<file path="src/rtl/cpu_types_pkg.sv">
// Shared CPU types: datapath widths, writeback select encoding and the
// memory-stage request FSM states.
package cpu_types_pkg;

  localparam int WORD_W = 32;
  localparam int REG_W  = 5;

  typedef logic [WORD_W-1:0] word_t;
  typedef logic [REG_W-1:0]  regbits_t;

  typedef enum logic [1:0] {
    SRC_ALU = 2'd0,
    SRC_MEM = 2'd1,
    SRC_NPC = 2'd2,
    SRC_LUI = 2'd3
  } write_t;

  typedef enum logic {
    REQ  = 1'b0,
    HELD = 1'b1
  } memstate_t;

endpackage

</file>
<file path="src/rtl/mem_stage.sv">
// Memory stage: issues one data-memory request per instruction, stalls the
// pipeline while it is outstanding, and registers results into MEM/WB.
module mem_stage
  import cpu_types_pkg::*;
(
  input  logic     CLK,
  input  logic     nRST,
  input  logic     en,
  input  logic     zero,
  input  logic     in_dmemREN,
  input  logic     in_dmemWEN,
  input  logic     in_halt,
  input  word_t    in_alu_result,
  input  word_t    in_dmemstore,
  input  regbits_t in_wsel,
  input  write_t   in_wdat_source,
  input  word_t    in_instr_npc,
  input  logic     dhit,
  input  word_t    dmemload,
  output logic     dmemREN,
  output logic     dmemWEN,
  output word_t    dmemaddr,
  output word_t    dmemstore,
  output logic     mem_stall,
  output regbits_t fwd_wsel,
  output word_t    fwd_data,
  output logic     out_halt,
  output logic     out_dmemREN,
  output regbits_t out_wsel,
  output write_t   out_wdat_source,
  output word_t    out_alu_result,
  output word_t    out_dmemload,
  output word_t    out_instr_npc
);

  memstate_t state;
  word_t     held_load;
  word_t     load_data;

  assign fwd_wsel  = in_wsel;
  assign fwd_data  = in_alu_result;
  assign dmemaddr  = in_alu_result;
  assign dmemstore = in_dmemstore;
  // A hit that arrived while frozen is replayed from the captured copy.
  assign load_data = (state == HELD) ? held_load : dmemload;

  // NOTE: every output of an always_comb gets a default first, so no path
  // leaves it unassigned and no latch is inferred.
  always_comb begin
    dmemREN   = 1'b0;
    dmemWEN   = 1'b0;
    mem_stall = 1'b0;
    if (state == REQ) begin
      dmemREN   = in_dmemREN;
      dmemWEN   = in_dmemWEN;
      mem_stall = (in_dmemREN | in_dmemWEN) & ~dhit;
    end
  end

  // NOTE: sequential state uses non-blocking assignments only, so every
  // register samples pre-edge values regardless of statement order.
  always_ff @(posedge CLK or negedge nRST) begin
    if (!nRST) begin
      state           <= REQ;
      held_load       <= '0;
      out_halt        <= 1'b0;
      out_dmemREN     <= 1'b0;
      out_wsel        <= '0;
      out_wdat_source <= SRC_ALU;
      out_alu_result  <= '0;
      out_dmemload    <= '0;
      out_instr_npc   <= '0;
    end else begin
      case (state)
        REQ: begin
          // Cache finished while another hazard froze us: keep the data and
          // stop requesting so a store is never issued twice.
          if (dhit && !en) begin
            state     <= HELD;
            held_load <= dmemload;
          end
        end
        HELD: begin
          if (en) state <= REQ;
        end
        default: state <= REQ;
      endcase

      if (en) begin
        if (zero) begin
          out_halt        <= 1'b0;
          out_dmemREN     <= 1'b0;
          out_wsel        <= '0;
          out_wdat_source <= SRC_ALU;
          out_alu_result  <= '0;
          out_dmemload    <= '0;
          out_instr_npc   <= '0;
        end else begin
          out_halt        <= in_halt;
          out_dmemREN     <= in_dmemREN;
          out_wsel        <= in_wsel;
          out_wdat_source <= in_wdat_source;
          out_alu_result  <= in_alu_result;
          out_dmemload    <= load_data;
          out_instr_npc   <= in_instr_npc;
        end
      end
    end
  end

endmodule
</file>
<file path="config.mk">
export PLATFORM = sky130hd
export DESIGN_NAME = mem_stage
export DESIGN_NICKNAME = d
export VERILOG_FILES = /design/src/rtl/cpu_types_pkg.sv /design/src/rtl/mem_stage.sv
export SDC_FILE = /design/constraint.sdc
export NUM_CORES = 1
export LEC_CHECK = 0
export CORE_AREA = 2 2 138 140
export CTS_CLUSTER_DIAMETER = 100
export CTS_CLUSTER_SIZE = 30
export DETAILED_ROUTE_END_ITERATION = 8
export DIE_AREA = 0 0 140 142
export PLACE_DENSITY = 0.74
export SLEW_MARGIN = 10
export SYNTH_ARGS = -nofsm -noshare
export SYNTH_HDL_FRONTEND = slang
export SYNTH_SLANG_ARGS = --single-unit
</file>
<file path="constraint.sdc">
create_clock -name CLK -period 4.9 [get_ports CLK]
set_clock_uncertainty 0.1 [all_clocks]
set_input_delay 0.735 -clock CLK [delete_from_list [all_inputs] [get_ports CLK]]
set_output_delay 0.735 -clock CLK [all_outputs]
set_load 0.005 [all_outputs]
</file>
==> flow_summary.toml, run 1 <==
[status]
status = "finished, violations left"
failed_checks = "DRC"

[route]
drtPass1Iterations = 9
remaining_drc_errors = 21
ant_nets = 0
wl_per_cell_um = 16.66
wl_mm = 16.75
drt_iter0_drc = 242
via_per_inst = 4.675
vias = 4698

[cts]
cts_buffer_depth = 2
cts_buffers = 17
insertion_delay_ns = 0.41
cts_tree = "yes"
cts-resized-gates = 0
hold_buffers = 0
cts_setup_buffers = 0
cts-root-buf = "clkbuf_16"
cts_max_level = 4
clk_pin_slew_worst_paths_ns = 0.06
cts_sinks = 138

[worst_setup_path]
critPathCaptureType = "output pin"
crit_type = "input pin to output pin"
timing.rr.start = "state"
arrival_ns = 1.95
path_cells = "clkdlybuf4s50_1 -> nor2_1 -> o21a_1 -> clkdlybuf4s50_1"
worst_path_largest_cell_delay_ns = 0.49
r2r_cells = 4
cp.required_ns = 4.07
critPathMostFrequentCell = "clkdlybuf4s50_1"
startpoint_type = "input pin"
cp_slowest_cell = "clkdlybuf4s50_1"
cp_top_family = "buffers and inverters"
reg2reg_to = "held_load[3]"
cp_num_buf_inv = 2
cp_max_fo = 2
ff2ff_setup_slack_ns = 2.88

[power_and_ir_drop]
powerDensity_nw_per_um2 = 331.3
power.leakage_nw = 3.886
ir_drop_v = 0.0002231

[finish]
fin_cells = 1005
num-fill-cells = 1664
nets = 902
area_growth_pct = 43.02
drive_gt1_share_pct = 9.468
final_common_cell = "clkdlybuf4s50_1"
antenna_cells = 0
layout_common_cells = "clkdlybuf4s50_1, dfrtp_1, inv_1, nand3b_1, o21ai_0"

[sta]
max_freq_mhz = 359.0
final.setup.tns_ns = 0
setup_viol = 0
rsz0062_at_grt = "no"
min_period_ns = 2.786
max-slew-margin-rel_pct = 34.32
min_period_over_period_pct = 56.85
tightestPinTransition_ns = 0.9852
final_hold_viol_count = 0
final_max_slew_viol_count = 0

[min_path]
hold_path_class = "input pin to async pin"

[global_route]
grt_overflow = 0
antenna_found_initial = 0
grt_pass1_wl_mm = 25.81
grt_max_degree = 95
track_usage_pct = 16.63
grt_pass1_vias = 4738

[placed_design]
gp_routability_congestion = 0.8159
hpwl_mm = 11.63
placedCellCount = 974
io_buffers = 287

[synth]
yosys_warnings = 0
netlist.area_leader.share_pct = 52.72
synth_top_area_cell = "dfrtp_1"
netlist_instances = 584
synth-seq-cells = 138
ys_seq_area_share_pct = 52.72
avgSynthCellArea_um2 = 11.22
yosys-top-cells-area = "dfrtp_1, buf_4, nand3b_1"
synthesis.nets = 727
netlist_area_um2 = 6550
synth_cell_types = 19

[die]
die_w_um = 140
start_util_pct = 35.49
io_pins = 352
fp.dieArea_um2 = 19880
core-area_um2 = 18460
die_h_um = 142
rows = 50

[run]
maxCapViolCount = 0
==> synthesized netlist by cell type <==
cell type,count
buf_1,1
mux2_1,2
o2bb2ai_1,32
o21ai_0,65
mux2_2,30
buf_4,101
clkbuf_1,17
nand3b_1,65
nor2_1,2
o21a_1,1
nor3b_4,1
inv_1,66
a22o_1,8
mux2i_1,32
buf_6,4
nand2b_1,1
nor2b_1,3
buf_2,15
dfrtp_1,138
==> registers in the layout (all words and copies together) (netlist names) <==
name and count:
held_load 32, out_alu_result 32, out_dmemload 32, out_instr_npc 32, out_wsel 5, out_wdat_source 2, out_dmemREN 1, out_halt 1
state 1
==> kinds of logic after synthesis <==
kind of cell | count (synthesis) | synth area share, %
buffers and inverters | 204 | 18.22
and+or+nand+nor | 72 | 8.233
AOI/OAI and AO/OA | 106 | 10.43
DFF | 138 | 52.72
muxes | 64 | 10.39
==> area by class of cell <==
cell class              instances  area (µm²)  share of cell area, %
clock buffers                  17       425.4                  4.541
clock inverters                14       125.1                  1.336
inverters                      66       247.7                  2.645
multi-input cells             242        1903                  20.32
flip-flops and latches        138        3455                  36.88
well taps                     234       292.8                  3.125
repair buffers                294        2919                  31.16
==> stage by stage <==
step | total power, W | hold slack [ns] | setup slack (ns) | cell area (µm²) | util [%]
final | 0.003104 | 0.1502 | 2.114 | 9368 | 50.76
after CTS | 0.003153 | 0.1589 | 2.106 | 9368 | 50.76
after detailed placement | 0.001932 | 0.3719 | 2.112 | 8817 | 47.78
after floorplan | 0.001603 | 0.3394 | 2.996 | 6550 | -
after global placement | 0.001919 | 0.3670 | 2.105 | 8817 | 47.78
after global routing | 0.003259 | 0.1697 | 2.054 | 9368 | 50.76
==> worst max-delay path by stage <==
stage / depth (start not counted) / to / start / slack (ns)
2_1_floorplan: 4 / held_load[10] / en / 3.00
3_3_place_gp: 4 / mem_stall / dhit / 2.11
3_5_place_dp: 4 / mem_stall / dhit / 2.11
4_1_cts: 4 / mem_stall / dhit / 2.11
5_1_grt: 4 / mem_stall / dhit / 2.05
6_report: 4 / mem_stall / dhit / 2.11
==> report_power, final <==
part	switching, W	internal [W]	leakage (nW)
logic	0.000212	0.000360	1.86
clock network	0.000504	0.000696	0.265
registers	0.0000645	0.00127	1.76
==> metal layers <==
metal	vias to the layer above	wire [µm]	global-route usage [%]
met4	0	230	4.838
met1	2260	7169	20.66
met5	-	0	0
met2	206	7881	27.33
met3	24	1466	6.191
li1	2208	-	-
==> worst register-to-register path: stages, from the launching register on <==
cell and delay (ns):
dfrtp_2 0.40, buf_4 0.33, nor3b_4 0.25, buf_4 0.43, mux2_2 0.41
Note: power is estimated with default switching activity, not from simulation.
==> inputs of run 2 (changes only) <==
--- a/config.mk
+++ b/config.mk
@@ -5,12 +5,12 @@
 export SDC_FILE = /design/constraint.sdc
 export NUM_CORES = 1
 export LEC_CHECK = 0
-export CORE_AREA = 2 2 138 140
+export CORE_AREA = 2 2 135 137
 export CTS_CLUSTER_DIAMETER = 100
 export CTS_CLUSTER_SIZE = 30
 export DETAILED_ROUTE_END_ITERATION = 8
-export DIE_AREA = 0 0 140 142
-export PLACE_DENSITY = 0.74
+export DIE_AREA = 0 0 137 139
+export PLACE_DENSITY = 0.77
 export SLEW_MARGIN = 10
 export SYNTH_ARGS = -nofsm -noshare
 export SYNTH_HDL_FRONTEND = slang
==> constraint.sdc (replaced) <==
create_clock -name CLK -period 2.64 [get_ports CLK]
set_clock_uncertainty 0.1 [all_clocks]
set_input_delay 0.396 -clock CLK [delete_from_list [all_inputs] [get_ports CLK]]
set_output_delay 0.396 -clock CLK [all_outputs]
set_load 0.005 [all_outputs]
==> run 2 against run 1 <==
Compared with the run above:
- the run now ends clean
- critical path depth is 1 lower
- register-to-register slack worse by 1.8 ns
- design area rose by 1.5%
- non-clock buffer count increased by 5
- clock power increased by 94%
- first-iteration DRC count decreased by 19%
- via count is 1.7% higher
- global-route usage up 0.81 points
- power up 90%
- cell count is 0.20% higher
- critical path type is now flip-flop to output pin
- largest cell class unchanged
- largest power group unchanged
==> flow_summary.toml, run 2 (synthesis gave the netlist of run 1 again) <==
[sta]
final.setup.tns_ns = 0
tightestPinTransition_ns = 0.5951
max-slew-margin-rel_pct = 60.32
min_period_ns = 2.321
setup_viol = 0
fin_ws_ns = 0.3186
final_max_slew_viol_count = 0
min_period_over_period_pct = 87.93
max_freq_mhz = 430.8
whs_ns = 0.1589
final_hold_viol_count = 0
rsz0062_at_grt = "no"

[min_path]
min_path_cells = 2
hold_path_class = "input pin to flip-flop"

[cts]
cts_sinks = 138
cts_buffer_depth = 2
cts_tree = "yes"
cts_max_level = 4
cts-root-buf = "clkbuf_16"
clk_pin_slew_worst_paths_ns = 0.06
cts_buffers = 17
cts_setup_buffers = 0
insertion_delay_ns = 0.41

[worst_setup_path]
timing.rr.start = "state"
ff2ff_setup_slack_ns = 1.04
crit_type = "flip-flop to output pin"
cp.required_ns = 2.14
endpoint = "dmemWEN"
critPathCaptureType = "output pin"
cp_max_fo = 13
startpoint_type = "flip-flop"
reg2reg_to = "held_load[10]"
r2r_cells = 3
arrival_ns = 1.83
worstSetupStartpoint = "state"

[die]
rows = 49
core-area_um2 = 17660
fp.dieArea_um2 = 19040
die_w_um = 137
die_h_um = 139
io_pins = 352
start_util_pct = 37.10

[route]
wl_per_cell_um = 16.54
remaining_drc_errors = 0
ant_nets = 0
drt_iter0_drc = 195
vias = 4779
via_per_inst = 4.746
drtPass1Iterations = 5
wl_mm = 16.66

[placed_design]
pre_cts_ws_ns = 0.5193
io_buffers = 287
gp_routability_congestion = 0.7395
hpwl_mm = 11.72

[finish]
drive_gt1_share_pct = 10.04
area_growth_pct = 45.12
num-fill-cells = 1549
regArea_um2 = 3455
layout_common_cells = "clkdlybuf4s50_1, dfrtp_1, inv_1, nand3b_1, o21ai_0"
multi_input_area_um2 = 1903
final_common_cell = "clkdlybuf4s50_1"
nets = 907

[power_and_ir_drop]
powerDensity_nw_per_um2 = 619.2
ir_drop_v = 0.0004301
power.leakage_nw = 3.952
p_total_w = 0.005886

[global_route]
grt_pass1_wl_mm = 25.67
grt_pass1_vias = 4730
track_usage_pct = 17.45
grt_overflow = 0
grt_max_degree = 95
antenna_found_initial = 1

[status]
status = "complete, no violations"

[run]
maxCapViolCount = 0
run 2: changes by cell type in the layout (fill, tap and decap cells not counted), sizes merged:
cell / change
diode: +1
inv: +8
buf: +4
clkinvlp: -1
clkinv: -6
dlygate4sd3: +1
run 2: metrics by stage:
stage / utilization (%) / cells / area [µm²]
after floorplan: - / 584 / 6550
after global placement: 50.50 / 973 / 8916
after detailed placement: 50.50 / 973 / 8916
after CTS: 53.82 / 1006 / 9503
after global routing: 53.82 / 1006 / 9503
final: 53.83 / 1007 / 9505
run 2: area by class of cell:
type                    count  area share [%]
flip-flops and latches    138           36.34
inverters                  66           2.606
diodes                      1         0.02633
multi-input cells         242           20.02
clock inverters            15           1.593
clock buffers              17           4.475
well taps                 229           3.014
repair buffers            299           31.92
run 2: what timing repair did:
| item | in CTS | in global routing |
|---|---|---|
| hold endpoints to repair | 61 | 0 |
| hold buffers | 1 | 0 |
| gates resized for setup | 0 | 0 |
run 2: how the worst min path moves through the flow:
stage	start	endpoint
floorplan	nRST	held_load[0]
global placement	nRST	out_wsel[1]
detailed placement	nRST	out_wsel[1]
CTS	en	state
global route	en	state
finish	en	state
run 2: per-layer routing:
layer / GRT usage (%) / share of wire (%)
met1: 21.19 / 41
met2: 27.73 / 48
met3: 7.018 / 9.6
met4: 6.511 / 2.0
met5: 0 / 0
run 2: report_power, final:
part / internal, W / total (W) / leakage, nW / switching (W)
Sequential: 0.00235 / 0.00248 / 1.76 / 0.000126
Clock: 0.00133 / 0.00233 / 0.280 / 0.00100
Combinational: 0.000685 / 0.00107 / 1.92 / 0.000390
run 2: worst max-delay path, stage by stage, from the launching register on:
cell and delay [ns]:
dfrtp_2 0.51, buf_4 0.25, nor2b_1 0.14, clkdlybuf4s50_1 0.51
